## src/rtl/display_pkg.sv

```systemverilog
// ------------------------------------------------------------------------
// display_pkg: shared types for the status-digit display path.  Rev 1.0
// ------------------------------------------------------------------------
`default_nettype none

package display_pkg;

  localparam int SEG_CODE_W = 3;

  typedef logic [SEG_CODE_W-1:0] seg_code_t;

  typedef enum logic {
    ST_STABLE = 1'b0,
    ST_SETTLE = 1'b1
  } dbnc_state_t;

endpackage

`default_nettype wire

```

## src/rtl/sync_ff.sv

```systemverilog
// ------------------------------------------------------------------------
// sync_ff: multi-bit flip-flop synchroniser, cleared by rst_i.  Rev 1.0
// ------------------------------------------------------------------------
`default_nettype none

module sync_ff #(
  parameter int WIDTH  = 1,
  parameter int STAGES = 2
) (
  input  logic             clk_i,
  input  logic             rst_i,
  input  logic [WIDTH-1:0] d_i,
  output logic [WIDTH-1:0] q_o
);

  // Element 0 is the capture flop; the raw input feeds it with no logic in between.
  logic [STAGES-1:0][WIDTH-1:0] stage_q;

  always_ff @(posedge clk_i) begin
    if (rst_i) begin
      stage_q <= '0;
    end else begin
      stage_q <= {stage_q[STAGES-2:0], d_i};
    end
  end

  assign q_o = stage_q[STAGES-1];

endmodule

`default_nettype wire

```

## src/rtl/switch_code_debouncer.sv

```systemverilog
// ------------------------------------------------------------------------
// switch_code_debouncer: synchronise and debounce a switch vector into a
// stable code with valid flag and change pulse.  Rev 1.0
// ------------------------------------------------------------------------
`default_nettype none

module switch_code_debouncer
  import display_pkg::*;
#(
  parameter int CODE_W          = SEG_CODE_W,
  parameter int SYNC_STAGES     = 2,
  parameter int DEBOUNCE_CYCLES = 500000
) (
  input  logic              clk_i,
  input  logic              rst_i,
  input  logic [CODE_W-1:0] switch_i,
  output logic [CODE_W-1:0] code_o,
  output logic              valid_o,
  output logic              changed_o
);

  localparam int               CNT_W   = $clog2(DEBOUNCE_CYCLES);
  localparam logic [CNT_W-1:0] CNT_MAX = CNT_W'(DEBOUNCE_CYCLES - 1);

  logic [CODE_W-1:0] sync_s;

  dbnc_state_t       state_q;
  logic [CODE_W-1:0] cand_q;
  logic [CNT_W-1:0]  cnt_q;
  logic [CODE_W-1:0] code_q;
  logic              valid_q;
  logic              changed_q;
  logic              start_q;

  sync_ff #(
    .WIDTH  (CODE_W),
    .STAGES (SYNC_STAGES)
  ) u_sync (
    .clk_i (clk_i),
    .rst_i (rst_i),
    .d_i   (switch_i),
    .q_o   (sync_s)
  );

  // start_q forces one full window right after reset so even a 0 input gets committed.
  always_ff @(posedge clk_i) begin
    if (rst_i) begin
      state_q   <= ST_STABLE;
      cand_q    <= '0;
      cnt_q     <= '0;
      code_q    <= '0;
      valid_q   <= 1'b0;
      changed_q <= 1'b0;
      start_q   <= 1'b1;
    end else begin
      changed_q <= 1'b0;
      start_q   <= 1'b0;
      if (start_q) begin
        cand_q  <= sync_s;
        cnt_q   <= '0;
        state_q <= ST_SETTLE;
      end else begin
        case (state_q)
          ST_STABLE: begin
            if (sync_s != cand_q) begin
              cand_q  <= sync_s;
              cnt_q   <= '0;
              state_q <= ST_SETTLE;
            end
          end
          ST_SETTLE: begin
            if (sync_s != cand_q) begin
              cand_q <= sync_s;
              cnt_q  <= '0;
            end else if (cnt_q < CNT_MAX) begin
              cnt_q <= cnt_q + 1'b1;
            end else begin
              code_q    <= cand_q;
              valid_q   <= 1'b1;
              changed_q <= (cand_q != code_q);
              state_q   <= ST_STABLE;
            end
          end
          default: state_q <= ST_STABLE;
        endcase
      end
    end
  end

  assign code_o    = code_q;
  assign valid_o   = valid_q;
  assign changed_o = changed_q;

endmodule

`default_nettype wire

```

## config.mk

```make
export PLATFORM = sky130hd
export DESIGN_NAME = switch_code_debouncer
export DESIGN_NICKNAME = d
export VERILOG_FILES = /design/src/rtl/display_pkg.sv /design/src/rtl/sync_ff.sv /design/src/rtl/switch_code_debouncer.sv
export SDC_FILE = /design/constraint.sdc
export NUM_CORES = 1
export LEC_CHECK = 0
export ABC_CLOCK_PERIOD_IN_PS = 3300
export CAP_MARGIN = 20
export CORE_MARGIN = 2
export CORE_UTILIZATION = 59
export DETAILED_ROUTE_END_ITERATION = 8
export PLACE_DENSITY = 0.82
export SETUP_SLACK_MARGIN = 0.4
export SLEW_MARGIN = 20
export SYNTH_ARGS = -nofsm -noshare
export SYNTH_HDL_FRONTEND = slang
export SYNTH_SLANG_ARGS = --single-unit
```

## constraint.sdc

```tcl
create_clock -name clk_i -period 3.3 [get_ports clk_i]
set_clock_uncertainty 0.15 [all_clocks]
set_input_delay 0.825 -clock clk_i [delete_from_list [all_inputs] [get_ports clk_i]]
set_output_delay 0.825 -clock clk_i [all_outputs]
set_load 0.03 [all_outputs]
```

Yosys cells after proc, flatten, opt, wreduce, memory -nomap -nowiden. Cells that the tools add are included.

Register bits after elaboration: 35. Input port bits: 5. Output and inout bits: 5. Word-level logic and storage cells: 36.

Add/sub/neg operators: 1. $lt $le $gt $ge: 1. Equality and inequality tests: 4. Mux-type cells: 12. Bitwise logic cells: 4. Reduce and logical (&&, ||, !) cells: 5.

Operators by type and width (count): 19-bit two-way mux (3); 19-bit case mux with 2 select lines (1); 19-bit by 1-bit adder with 19-bit output (second input constant) (1); 19-bit < comparator (second input constant) (1); 3-bit two-way mux (2); 3-bit inequality test (2); 1-bit two-way mux (5); 5-bit OR reduction (1); 1-bit inverter (4); 4-bit AND reduction (1); 3-bit by 1-bit inequality test with 1-bit output (second input constant) (1); 2-bit inequality test (second input constant) (1); 1-bit case mux with 2 select lines (1); 2-bit AND reduction (1); 2-bit nonzero test (1); 2-bit OR reduction (1).

Depth between registers and ports, before layout.
Word-level depth: 5. Mapped depth: 6. Depth with buffers taken out: 5.

Modules after synthesis. A second synthesis with hierarchy kept.

Cells, all modules: 175. Area total of the unflattened synthesis: 1585.3 µm².

Modules (own cells, without submodules): switch_code_debouncer (instances 1, cells each 160, area each 1405.1 µm², seq. area each 580.6 µm²); sync_ff (instances 1, cells each 15, area each 180.2 µm², seq. area each 120.1 µm²).

Worst setup path before layout. No wires, ideal clock.

Path type: register to register. Start point: register cnt_q[9]. End point: register cnt_q[12]. Library setup time: 0.134 ns. Arrival: 1.513 ns. Required time: 3.016 ns. Slack: 1.502 ns. Cell stages (with the launch flop): 6. Buffers on the path: 0. Clock period less this slack: 1.798 ns. Path through: dfxtp_1 -> nor4_2 -> o2111ai_2 -> and2_2 -> o311ai_0 -> o31ai_1.

Cells in the longest elaborated chain, start to end: 4. Elaborated cells between the ends (all ways): 7. Those cells by class: add/sub (1); order compare (1); eq/ne (1); mux (3); reduce/logical (1).

Ends and longest elaborated chain: start: declaration (RTL line switch_code_debouncer.sv:29) `logic [CNT_W-1:0] cnt_q;`; start signal: assignment (RTL line switch_code_debouncer.sv:76) `cnt_q <= cnt_q + 1'b1;`; 19-bit by 1-bit adder with 19-bit output (RTL line switch_code_debouncer.sv:76); 19-bit two-way mux (RTL line switch_code_debouncer.sv:75) `end else if (cnt_q < CNT_MAX) begin`; 19-bit two-way mux (RTL line switch_code_debouncer.sv:72) `if (sync_s != cand_q) begin`; 19-bit case mux with 2 select lines (RTL line switch_code_debouncer.sv:63) `case (state_q)`.

Several ways; a longest one is shown, not always the timed one. The select of a mux whose other input is x is not followed. A chain may end at the register's enable or synchronous reset.

Worst setup path after layout.
Start point: register code_q[0] (netlist: code_o[0]). End point: output port code_o[0].

RTL lines: start: declaration (RTL line switch_code_debouncer.sv:30) `logic [CODE_W-1:0] code_q;`; start signal: assignment (RTL line switch_code_debouncer.sv:78) `code_q <= cand_q;`; end: declaration (RTL line switch_code_debouncer.sv:17) `output logic [CODE_W-1:0] code_o,`.

No word-level cell between the ends.

==> impl_metrics.json <==
{
  "outcome": "completed",
  "drt_pass1_iterations": 4,
  "final_design_area_no_fill_mm2": 0.00174,
  "dieWidth_um": 55.6,
  "startpoint_of_the_worst_register_to_register_path": "cnt_q[9]",
  "synthesis.nets": 170,
  "grt_start_max_net_pins": 19,
  "routed_via_density": 5.73,
  "cts.repair.resized": 0,
  "die-area_mm2": 0.00309,
  "cellLeakagePower_nw": 0.579,
  "route.final.wire_length_mm": 2.88,
  "maximum_buffer_depth_of_the_clock_tree": 2,
  "post-route-period-util_pct": 72.6,
  "post_synth_instance_area_mm2": 0.00157,
  "setup_total_negative_slack_ns": 0,
  "cts_root_buf": "sky130_fd_sc_hd__clkbuf_4",
  "worst_r2r_endpoint": "cnt_q[12]",
  "tritoncts": "done",
  "timing_max_transition_violations_final": 0,
  "ff_latch_count_synth": 35,
  "placedInstanceArea_mm2": 0.00169,
  "final_period_minus_worst_setup_slack_ns": 2.40,
  "cap_violations": 0,
  "worst_setup_path_start_kind": "flop",
  "holdPathEnd": "u_sync.q_o[1]",
  "drt_iter0_markers": 39,
  "detail-route-antenna-nets": 0,
  "count_of_unique_library_cells_instantiated_by_yosys": 37,
  "cp-end-kind": "primary output",
  "nNetsFinal": 184,
  "critical_path_class": "reg -> out",
  "most_common_library_cell_in_the_layout_ignoring_fill_and_taps": "sky130_fd_sc_hd__dfxtp_1",
  "total_number_of_vias": 1197,
  "placedCellCount": 201,
  "setup_repair_after_global_routing_missed_its_margin": "false",
  "path_delay_family": "buffers and inverters",
  "cts_inserted_buffers": 5,
  "floorplan.io_pins": 10,
  "critical-path-max-stage-delay_ns": 0.69,
  "maxSlewHeadroom_pct": 47.8,
  "worst_hold_startpoint": "u_sync.stage_q[1]",
  "num_antenna_cells": 0,
  "required_time_at_the_worst_slack_endpoint_ns": 2.32,
  "post_route_cells_drive_above_1_share_pct": 12.3,
  "clk_pin_slew_worst_paths_ns": 0.10,
  "rrSetupSlack_ns": 0.91,
  "setup_viol": 0,
  "post_cts_buffers": 0,
  "fin_worst_hold_slack_ns": 0.292,
  "critical_path.slowest_cell": "sky130_fd_sc_hd__clkdlybuf4s50_1",
  "fp.coreArea_mm2": 0.00250,
  "die_height_um": 55.6,
  "timing.reg2reg.worst_path_depth": 5,
  "vdd_drop_max_mv": 0.380,
  "cp_num_buf_inv": 1,
  "crit_fanout": 3,
  "numPortBuffers": 9,
  "cts_num_sinks": 35,
  "worst_ep_arrival_time_ns": 1.42,
  "yosysWarningCount": 0,
  "globalplace.congestion": 0.824,
  "hold_violations": 0,
  "post_synth_inst_count": 164,
  "layout.cells.non_filler": 209,
  "grtUsageTotal_pct": 20.0,
  "p_total_mw": 0.694,
  "ctsHoldBuffers": 0,
  "critical_path_depth": 1,
  "max_freq_ghz": 0.417,
  "grt_first_pass_wirelength_mm": 4.84,
  "synthesized_area_divided_by_synthesized_cell_count_um2": 9.57,
  "drc": 0,
  "global_route.overflow_total": 0,
  "power.density_cell_area_mw_per_mm2": 399,
  "layout_common_cells": "sky130_fd_sc_hd__dfxtp_1, sky130_fd_sc_hd__nor2_1, sky130_fd_sc_hd__xnor2_1, sky130_fd_sc_hd__nand2_1, sky130_fd_sc_hd__nor2b_1",
  "first_global_vias": 1081,
  "worst_slew_pin_slew_ns": 0.784,
  "place_hpwl_mm": 2.08,
  "syn_to_final_growth_pct": 10.9,
  "worst_skew_pair.late_latency_ns": 0.33,
  "detail_route.wl_per_cell_um": 13.8,
  "row_count": 18,
  "synth-seq-area-share_pct": 44.6,
  "holdCritPathClass": "reg -> reg",
  "htreeDepth": 2,
  "start_util_pct": 62.8,
  "final.fill_count": 182,
  "timing.hold.worst_path_depth": 1,
  "worstPathCellList": "clkdlybuf4s50_1",
  "number_of_antenna_violations_at_the_first_check_in_global_routing": 0
}
-- metal layers --
metal	global-route usage, %	wire [um]	part of all wire [%]	vias up
li1	-	-	-	602
met1	25.8	1330	46	556
met2	30.3	1320	46	32
met3	6.51	167	5.8	7
met4	9.41	59	2.1	0
met5	0	0	0	-
-- flip-flops by register name (all words and copies together) (netlist names), 3 cells and up --
name and cells:
u_sync.q_o 3, cand_q 3, code_o 3, u_sync.stage_q 3, cnt_q 19
-- cell usage after synthesis, drive strengths merged --
cell type	number	area share (%)
dfxtp	35	45
nor2	20	4.8
xnor2	18	10
nand2	12	2.9
nor2b	11	4.4
a21oi	9	3.6
nand3	9	2.9
nor4	6	3.2
a211oi	4	3.2
buf	4	1.6
inv	4	0.96
nand4	4	2.5
and3	3	1.3
mux2i	3	1.9
xor2	3	1.7
a2111oi	2	1.9
o211ai	2	0.96
o21ai	2	0.64
o31ai	2	0.96
a21o	1	0.48
a22o	1	0.56
a311oi	1	0.56
and2	1	0.48
and4	1	0.56
clkbuf	1	0.24
ha	1	0.80
nand2b	1	0.40
nor3b	1	0.48
o2111ai	1	0.96
o311ai	1	0.56
-- logic make-up after synthesis --
family	after synthesis	share of synthesized area, %
AO/OA/AOI/OAI	26	14.3
XOR/XNOR	21	11.7
adder cells (fa/ha/maj)	1	0.797
buffers and inverters	9	2.79
flip-flops	35	44.6
multiplexers	3	1.91
AND/OR/NAND/NOR	69	23.8
-- power breakdown --
part | internal (mW) | total, mW | switching [mW]
Clock | 0.0829 | 0.217 | 0.134
Sequential | 0.429 | 0.434 | 0.00474
Combinational | 0.0178 | 0.0439 | 0.0261
-- worst max-delay path by stage --
stage,from,end,slack [ns]
after floorplan,cnt_q[9],cnt_q[12],1.50
after global placement,rst_i,cnt_q[18],0.89
after detailed placement,rst_i,cnt_q[18],0.85
after CTS,code_o[0],code_o[0],0.89
after global routing,cnt_q[9],cnt_q[12],0.78
final,code_o[0],code_o[0],0.90
-- final cells by class --
type | count | area, um2 | share of cell area [%]
flip-flops and latches | 35 | 701 | 40.2
well taps | 30 | 37.5 | 2.16
clock buffers | 7 | 45.0 | 2.59
multi-input cells | 120 | 826 | 47.4
inverters | 4 | 15.0 | 0.862
clock inverters | 1 | 5.00 | 0.287
repair buffers | 12 | 113 | 6.47
-- stage by stage --
| step | worst slack, ns | util, % |
|---|---|---|
| finish | 0.903 | 69.7 |
| detailed placement | 0.848 | 67.7 |
| global placement | 0.890 | 67.7 |
| floorplan | 1.50 | - |
| CTS | 0.886 | 69.7 |
| global route | 0.780 | 69.7 |
No activity file was read; power rests on OpenSTA's default activity.
